$ cat src/rtl/intfdemux_syncctl.sv
// Frame-alignment controller for the 6:1 line demux: hunts for the sync word, confirms it
// over several frames, then flywheels and drives a one-cycle frame strobe with delayed data.
module intfdemux_syncctl #(
    parameter int unsigned         LINEBIT = 12,
    parameter int unsigned         DEMUX   = 6,
    parameter logic [LINEBIT-1:0]  SYNWORD = 12'hA5C,
    parameter int unsigned         CONFIRM = 3,
    parameter int unsigned         LOSS    = 4
) (
    input  logic               iclk38,
    input  logic               rst_,
    input  logic [LINEBIT-1:0] idat,
    input  logic               ienable,
    input  logic               iclrerr,
    output logic [LINEBIT-1:0] odat,
    output logic               osyn,
    output logic               olock,
    output logic [1:0]         ostate,
    output logic [2:0]         ophase,
    output logic [7:0]         oerrcnt
);

    typedef enum logic [1:0] {
        StHunt    = 2'd0,
        StPresync = 2'd1,
        StSync    = 2'd2
    } state_e;

    localparam logic [2:0] PhLast   = 3'(DEMUX - 1);
    localparam logic [2:0] ConfirmW = 3'(CONFIRM);
    localparam logic [2:0] LossW    = 3'(LOSS);

    state_e     state_q, state_d;
    logic [2:0] ph_q, ph_d;
    logic [2:0] hit_q, hit_d;
    logic [2:0] miss_q, miss_d;
    logic [7:0] err_d;
    logic       err_inc;
    logic       syn_d;
    logic       m;
    logic       at_frame;
    logic [2:0] ph_adv;

    assign m        = (idat == SYNWORD);
    assign at_frame = (ph_q == 3'd0);
    assign ph_adv   = (ph_q == PhLast) ? 3'd0 : ph_q + 3'd1;

    always_comb begin
        state_d = state_q;
        ph_d    = ph_q;
        hit_d   = hit_q;
        miss_d  = miss_q;
        err_inc = 1'b0;

        unique case (state_q)
            StHunt: begin
                ph_d = 3'd0;
                if (m) begin
                    // Matched word is phase 0, so the next word is phase 1
                    ph_d    = 3'd1;
                    hit_d   = 3'd1;
                    miss_d  = 3'd0;
                    state_d = (CONFIRM == 1) ? StSync : StPresync;
                end
            end
            StPresync: begin
                ph_d = ph_adv;
                if (at_frame) begin
                    if (m) begin
                        hit_d = hit_q + 3'd1;
                        if (hit_q + 3'd1 == ConfirmW) begin
                            state_d = StSync;
                            miss_d  = 3'd0;
                        end
                    end else begin
                        state_d = StHunt;
                        hit_d   = 3'd0;
                        ph_d    = 3'd0;
                    end
                end
            end
            StSync: begin
                ph_d = ph_adv;
                if (at_frame) begin
                    if (m) begin
                        miss_d = 3'd0;
                    end else begin
                        err_inc = 1'b1;
                        if (miss_q + 3'd1 == LossW) begin
                            state_d = StHunt;
                            ph_d    = 3'd0;
                            miss_d  = 3'd0;
                        end else begin
                            miss_d = miss_q + 3'd1;
                        end
                    end
                end
            end
            default: begin
                state_d = StHunt;
                ph_d    = 3'd0;
            end
        endcase

        if (!ienable) begin
            state_d = StHunt;
            ph_d    = 3'd0;
            hit_d   = 3'd0;
            miss_d  = 3'd0;
            err_inc = 1'b0;
        end
    end

    // Clear has priority over a coincident miss increment
    always_comb begin
        err_d = oerrcnt;
        if (iclrerr) begin
            err_d = 8'd0;
        end else if (err_inc && oerrcnt != 8'hFF) begin
            err_d = oerrcnt + 8'd1;
        end
    end

    // Strobe depends only on position, so it flywheels through isolated misses
    assign syn_d = (state_q == StSync) && at_frame && ienable;

    always_ff @(posedge iclk38) begin
        if (!rst_) begin
            state_q <= StHunt;
            ph_q    <= 3'd0;
            hit_q   <= 3'd0;
            miss_q  <= 3'd0;
            odat    <= '0;
            osyn    <= 1'b0;
            olock   <= 1'b0;
            ophase  <= 3'd0;
            oerrcnt <= 8'd0;
        end else begin
            state_q <= state_d;
            ph_q    <= ph_d;
            hit_q   <= hit_d;
            miss_q  <= miss_d;
            odat    <= idat;
            osyn    <= syn_d;
            olock   <= (state_d == StSync);
            ophase  <= ph_q;
            oerrcnt <= err_d;
        end
    end

    assign ostate = state_q;

endmodule
$ cat config.mk
export PLATFORM = sky130hd
export DESIGN_NAME = intfdemux_syncctl
export DESIGN_NICKNAME = d
export VERILOG_FILES = /design/src/rtl/intfdemux_syncctl.sv
export SDC_FILE = /design/constraint.sdc
export NUM_CORES = 1
export LEC_CHECK = 0
export BUFFER_PORTS_ARGS = -buffer_cell sky130_fd_sc_hd__buf_2
export CORE_ASPECT_RATIO = 1.1
export CORE_MARGIN = 2
export CORE_UTILIZATION = 51
export CTS_CLUSTER_SIZE = 40
export DETAILED_ROUTE_END_ITERATION = 16
export PLACE_DENSITY = 0.75
export SYNTH_ARGS = -nofsm -noshare
export SYNTH_HDL_FRONTEND = slang
export SYNTH_SLANG_ARGS = --single-unit
$ cat constraint.sdc
create_clock -name iclk38 -period 2 [get_ports iclk38]
set_clock_uncertainty 0.15 [all_clocks]
set_input_delay 0.1 -clock iclk38 [delete_from_list [all_inputs] [get_ports iclk38]]
set_output_delay 0.1 -clock iclk38 [all_outputs]
set_load 0.05 [all_outputs]
==> run_results.csv <==
group,metric,value,unit
critical_path,end_kind,"register",
final_layout,antennaDiodeCount,0,
logic_synthesis,yosys.area_share.simple,26.94,%
hold_path,holdPathStages,3,
drt,drt_pass1_iterations,4,
pwr,powerDensity,605.4,nW/µm²
cts,cts_made_buffers,5,
sta,final.setup.tns,0,ns
logic_synthesis,ys_seq_area_share,45.64,%
pwr,p_clk_share,31.5,%
logic_synthesis,syn_inst,166,
placed_design,dp_hpwl,2441,µm
sta,fmax,540.8,MHz
grt,grt_antenna_before_repair,0,
cts,root_buffer,"clkbuf_4",
hold_path,hold_path_end,"odat[1]$_SDFF_PN0_",
floorplanning,die_w,57.06,µm
drt,drc_errors,0,
pwr,peakVddDrop,515.4,µV
pwr,p_seq_share,58.1,%
critical_path,r2r_end,"oerrcnt[0]$_SDFFE_PP0P_",
cts,cts.htree.levels,2,
sta,fin_crit_sh,92.46,%
drt,vias_per_cell,5.443,
hold_path,worstHoldStart,"rst_",
grt,grt_pass1_vias,1391,
critical_path,required,2.10,ns
critical_path,crit_path_start_kind,"primary input",
logic_synthesis,synth-xor-area-share,0.5547,%
drt,routedWlPerCell,14.17,µm
placed_design,port_buffers,42,
sta,rsz0062_at_grt,"no",
final_layout,postLayoutCellArea,2082,µm²
grt,grt_max_degree,19,
logic_synthesis,synth_edf_count,0,
logic_synthesis,synth.avg_cell_area,9.512,µm²
critical_path,timing.rr.start,"oerrcnt[0]$_SDFFE_PP0P_",
cts,clk_pin_slew,0.11,ns
hold_path,hold_path.class,"primary input to register",
floorplanning,core,2995,µm²
logic_synthesis,synthDistinctLibCells,42,
grt,grt_usage,21.80,%
pwr,total_power,1.260,mW
logic_synthesis,synthArstFlopShare,0,%
drt,vias,1437,
sta,maxSlewViolCount,0,
logic_synthesis,synth-compound-area-share,14.98,%
logic_synthesis,ys_ff_latch,36,
cts,clock_sinks,36,
critical_path,reg2regPathDepth,5,
logic_synthesis,syn_nets,187,
critical_path,cp.arrival,1.95,ns
pwr,p_comb_share,10.4,%
pwr,switching_share,24.35,%
final_layout,drive_above_1_share,30.00,%
final_layout,nets,250,
sta,worstMarginPinSlew,0.4054,ns
placed_design,gp_congestion,0.8478,
logic_synthesis,synth_top_family_by_area,"simple AND/OR/NAND/NOR gates",
drt,first_iter_violations,49,
floorplanning,rows,21,
critical_path,crit_type,"primary input to register",
logic_synthesis,synth_ff_type,"dfxtp_1",
floorplanning,die_area,3558,µm²
sta,hold_ws,0.04675,ns
drt,final_antenna_net_count,0,
cts,tritoncts,"done",
sta,period_needed,1.849,ns
placed_design,dpl_cell_area,1827,µm²
floorplanning,die_y,62.36,µm
drt,wl,3740,µm
cts,clkLatencyLatePin,0.33,ns
pwr,p_leak,0.8727,nW
pwr,p_switching,0.3069,mW
floorplanning,initial_core_util,52.72,%
pwr,internal-power,0.9535,mW
sta,relSlewSlack,72.61,%
sta,final-hold-violation-count,0,
grt,grt_pass1_wl,6106,µm
sta,setup-violations-final,0,
critical_path,path_max_fanout,6,
floorplanning,ios,43,
logic_synthesis,synth_fa_ha_area_share,4.596,%
logic_synthesis,synth_mux_area_share,3.249,%
flow_run,drv_cap,0,
run_status,status,"finished, final reports clean",
logic_synthesis,synthesis.area,1579,µm²
logic_synthesis,yosysWarnings,0,
cts,cts_max_path_buffers,2,
critical_path,reg2reg_slack,0.16,ns
final_layout,areaGrowthSynthToFinish,31.85,%
grt,overflow,0,
placed cells by master, fill, tap and decap left out, types with 2 or more instances in the layout:
| master | synthesis | layout |
|---|---|---|
| dlygate4sd3_1 | 0 | 14 |
| buf_2 | 0 | 42 |
| buf_4 | 0 | 8 |
| clkbuf_1 | 6 | 2 |
| o2111a_1 | 2 | 2 |
| a21oi_1 | 10 | 10 |
| nor3_1 | 3 | 3 |
| nor4_1 | 2 | 2 |
| ha_1 | 5 | 5 |
| and2_1 | 14 | 14 |
| nand2_1 | 10 | 10 |
| a31oi_1 | 2 | 2 |
| a211oi_1 | 2 | 2 |
| or3_2 | 2 | 2 |
| mux2i_1 | 4 | 4 |
| o21ai_0 | 8 | 8 |
| clkbuf_4 | 0 | 5 |
| nor4bb_2 | 0 | 2 |
| nor2_1 | 7 | 7 |
| o31ai_1 | 4 | 3 |
| nand3_1 | 8 | 7 |
| nand2b_1 | 4 | 4 |
| nor2b_1 | 4 | 4 |
| dfxtp_2 | 0 | 2 |
| or4_1 | 4 | 4 |
| inv_1 | 5 | 5 |
| dfxtp_1 | 36 | 34 |
synthesized netlist by cell type (all sizes together), types with 2 or more instances:
library cell / instances / area (µm²)
dfxtp: 36 / 720.7
o2111ai: 2 / 23.77
or4: 4 / 30.03
nand3: 8 / 40.04
clkbuf: 6 / 22.52
a21oi: 10 / 50.05
or3: 3 / 21.27
o21ai: 8 / 40.04
nand2: 10 / 37.54
ha: 5 / 62.56
nor4: 2 / 12.51
and2: 15 / 95.09
mux2i: 4 / 40.04
nor3: 4 / 31.28
nor2: 7 / 26.28
buf: 2 / 22.52
inv: 5 / 18.77
o2111a: 2 / 22.52
a211oi: 2 / 15.01
o31ai: 4 / 30.03
nand2b: 4 / 25.02
nor2b: 4 / 25.02
a31oi: 2 / 12.51
nor4bb: 3 / 30.03
final cells by class:
| cell class | instances | area [µm²] |
|---|---|---|
| clock buffer | 8 | 58.81 |
| fill | 235 | 913.4 |
| inverter | 5 | 18.77 |
| multi-input combinational | 117 | 828.3 |
| sequential | 36 | 723.2 |
| tap | 34 | 42.54 |
| timing repair buffer | 64 | 410.4 |
cells by family after synthesis:
family,count (synthesis)
buffers and inverters,13
and+or+nand+nor,70
AOI/OAI and AO/OA,35
DFF,36
xor gates and xnor gates,1
muxes,5
adders and majority gates,6
power groups by stage:
| stage | registers, mW | logic, mW | clock network, mW |
|---|---|---|---|
| after detailed placement | 0.748 | 0.104 | 0 |
| after floorplan | 0.795 | 0.0226 | 0 |
| after global placement | 0.748 | 0.104 | 0 |
| final | 0.732 | 0.131 | 0.397 |
| after CTS | 0.732 | 0.126 | 0.400 |
| after global routing | 0.733 | 0.139 | 0.435 |
worst max-delay path, cell delays in order:
cell and delay (ns):
dlygate4sd3_1 0.52, buf_2 0.11, nor4bb_1 0.35, nand3_2 0.20, buf_4 0.19, a211o_1 0.27, a211oi_1 0.22
what timing repair did:
item / in CTS / in global routing
endpoints found under the setup margin: 0 / 8
resized for setup: 0 / 5
setup buffers: 0 / 3
hold buffers: 14 / 0
endpoints found under the hold margin: 15 / 0
flip-flops by register name, indices dropped and copies added, names as in the netlist:
signal   count
hit_q        3
olock        1
ostate       2
ophase       3
miss_q       3
oerrcnt      8
osyn         1
ph_q         3
odat        12
per-layer routing:
metal	up-vias	track usage [%]	part of all wire, %	wire (µm)
met5	-	0	0	0
met4	0	9.012	2.0	74
met2	42	38.22	51	1908
li1	725	-	-	-
met3	7	3.750	4.7	174
met1	663	25.79	42	1584
worst max-delay path by stage:
stage / start / endpoint / slack (ns) / cells after the start
global route: ph_q[0]$_SDFF_PN0_ / miss_q[2]$_SDFFE_PN0P_ / 0.02 / 4
detailed placement: idat[8] / hit_q[1]$_SDFFE_PN0P_ / 0.13 / 5
finish: idat[3] / hit_q[2]$_SDFFE_PN0P_ / 0.15 / 7
floorplan: ostate[1]$_SDFF_PN0_ / oerrcnt[6]$_SDFFE_PP0P_ / 0.009 / 5
global placement: idat[1] / hit_q[1]$_SDFFE_PN0P_ / 0.16 / 5
CTS: idat[4] / hit_q[1]$_SDFFE_PN0P_ / 0.01 / 6
through the flow:
stage / setup WS (ns) / util [%] / std cells
after floorplan: 0.009038 / - / 166
after global placement: 0.1586 / 60.99 / 239
after detailed placement: 0.1287 / 60.99 / 239
after CTS: 0.01349 / 67.63 / 261
after global routing: 0.02440 / 69.51 / 264
final: 0.1509 / 69.51 / 264
Power figures use the tool's default switching activity.
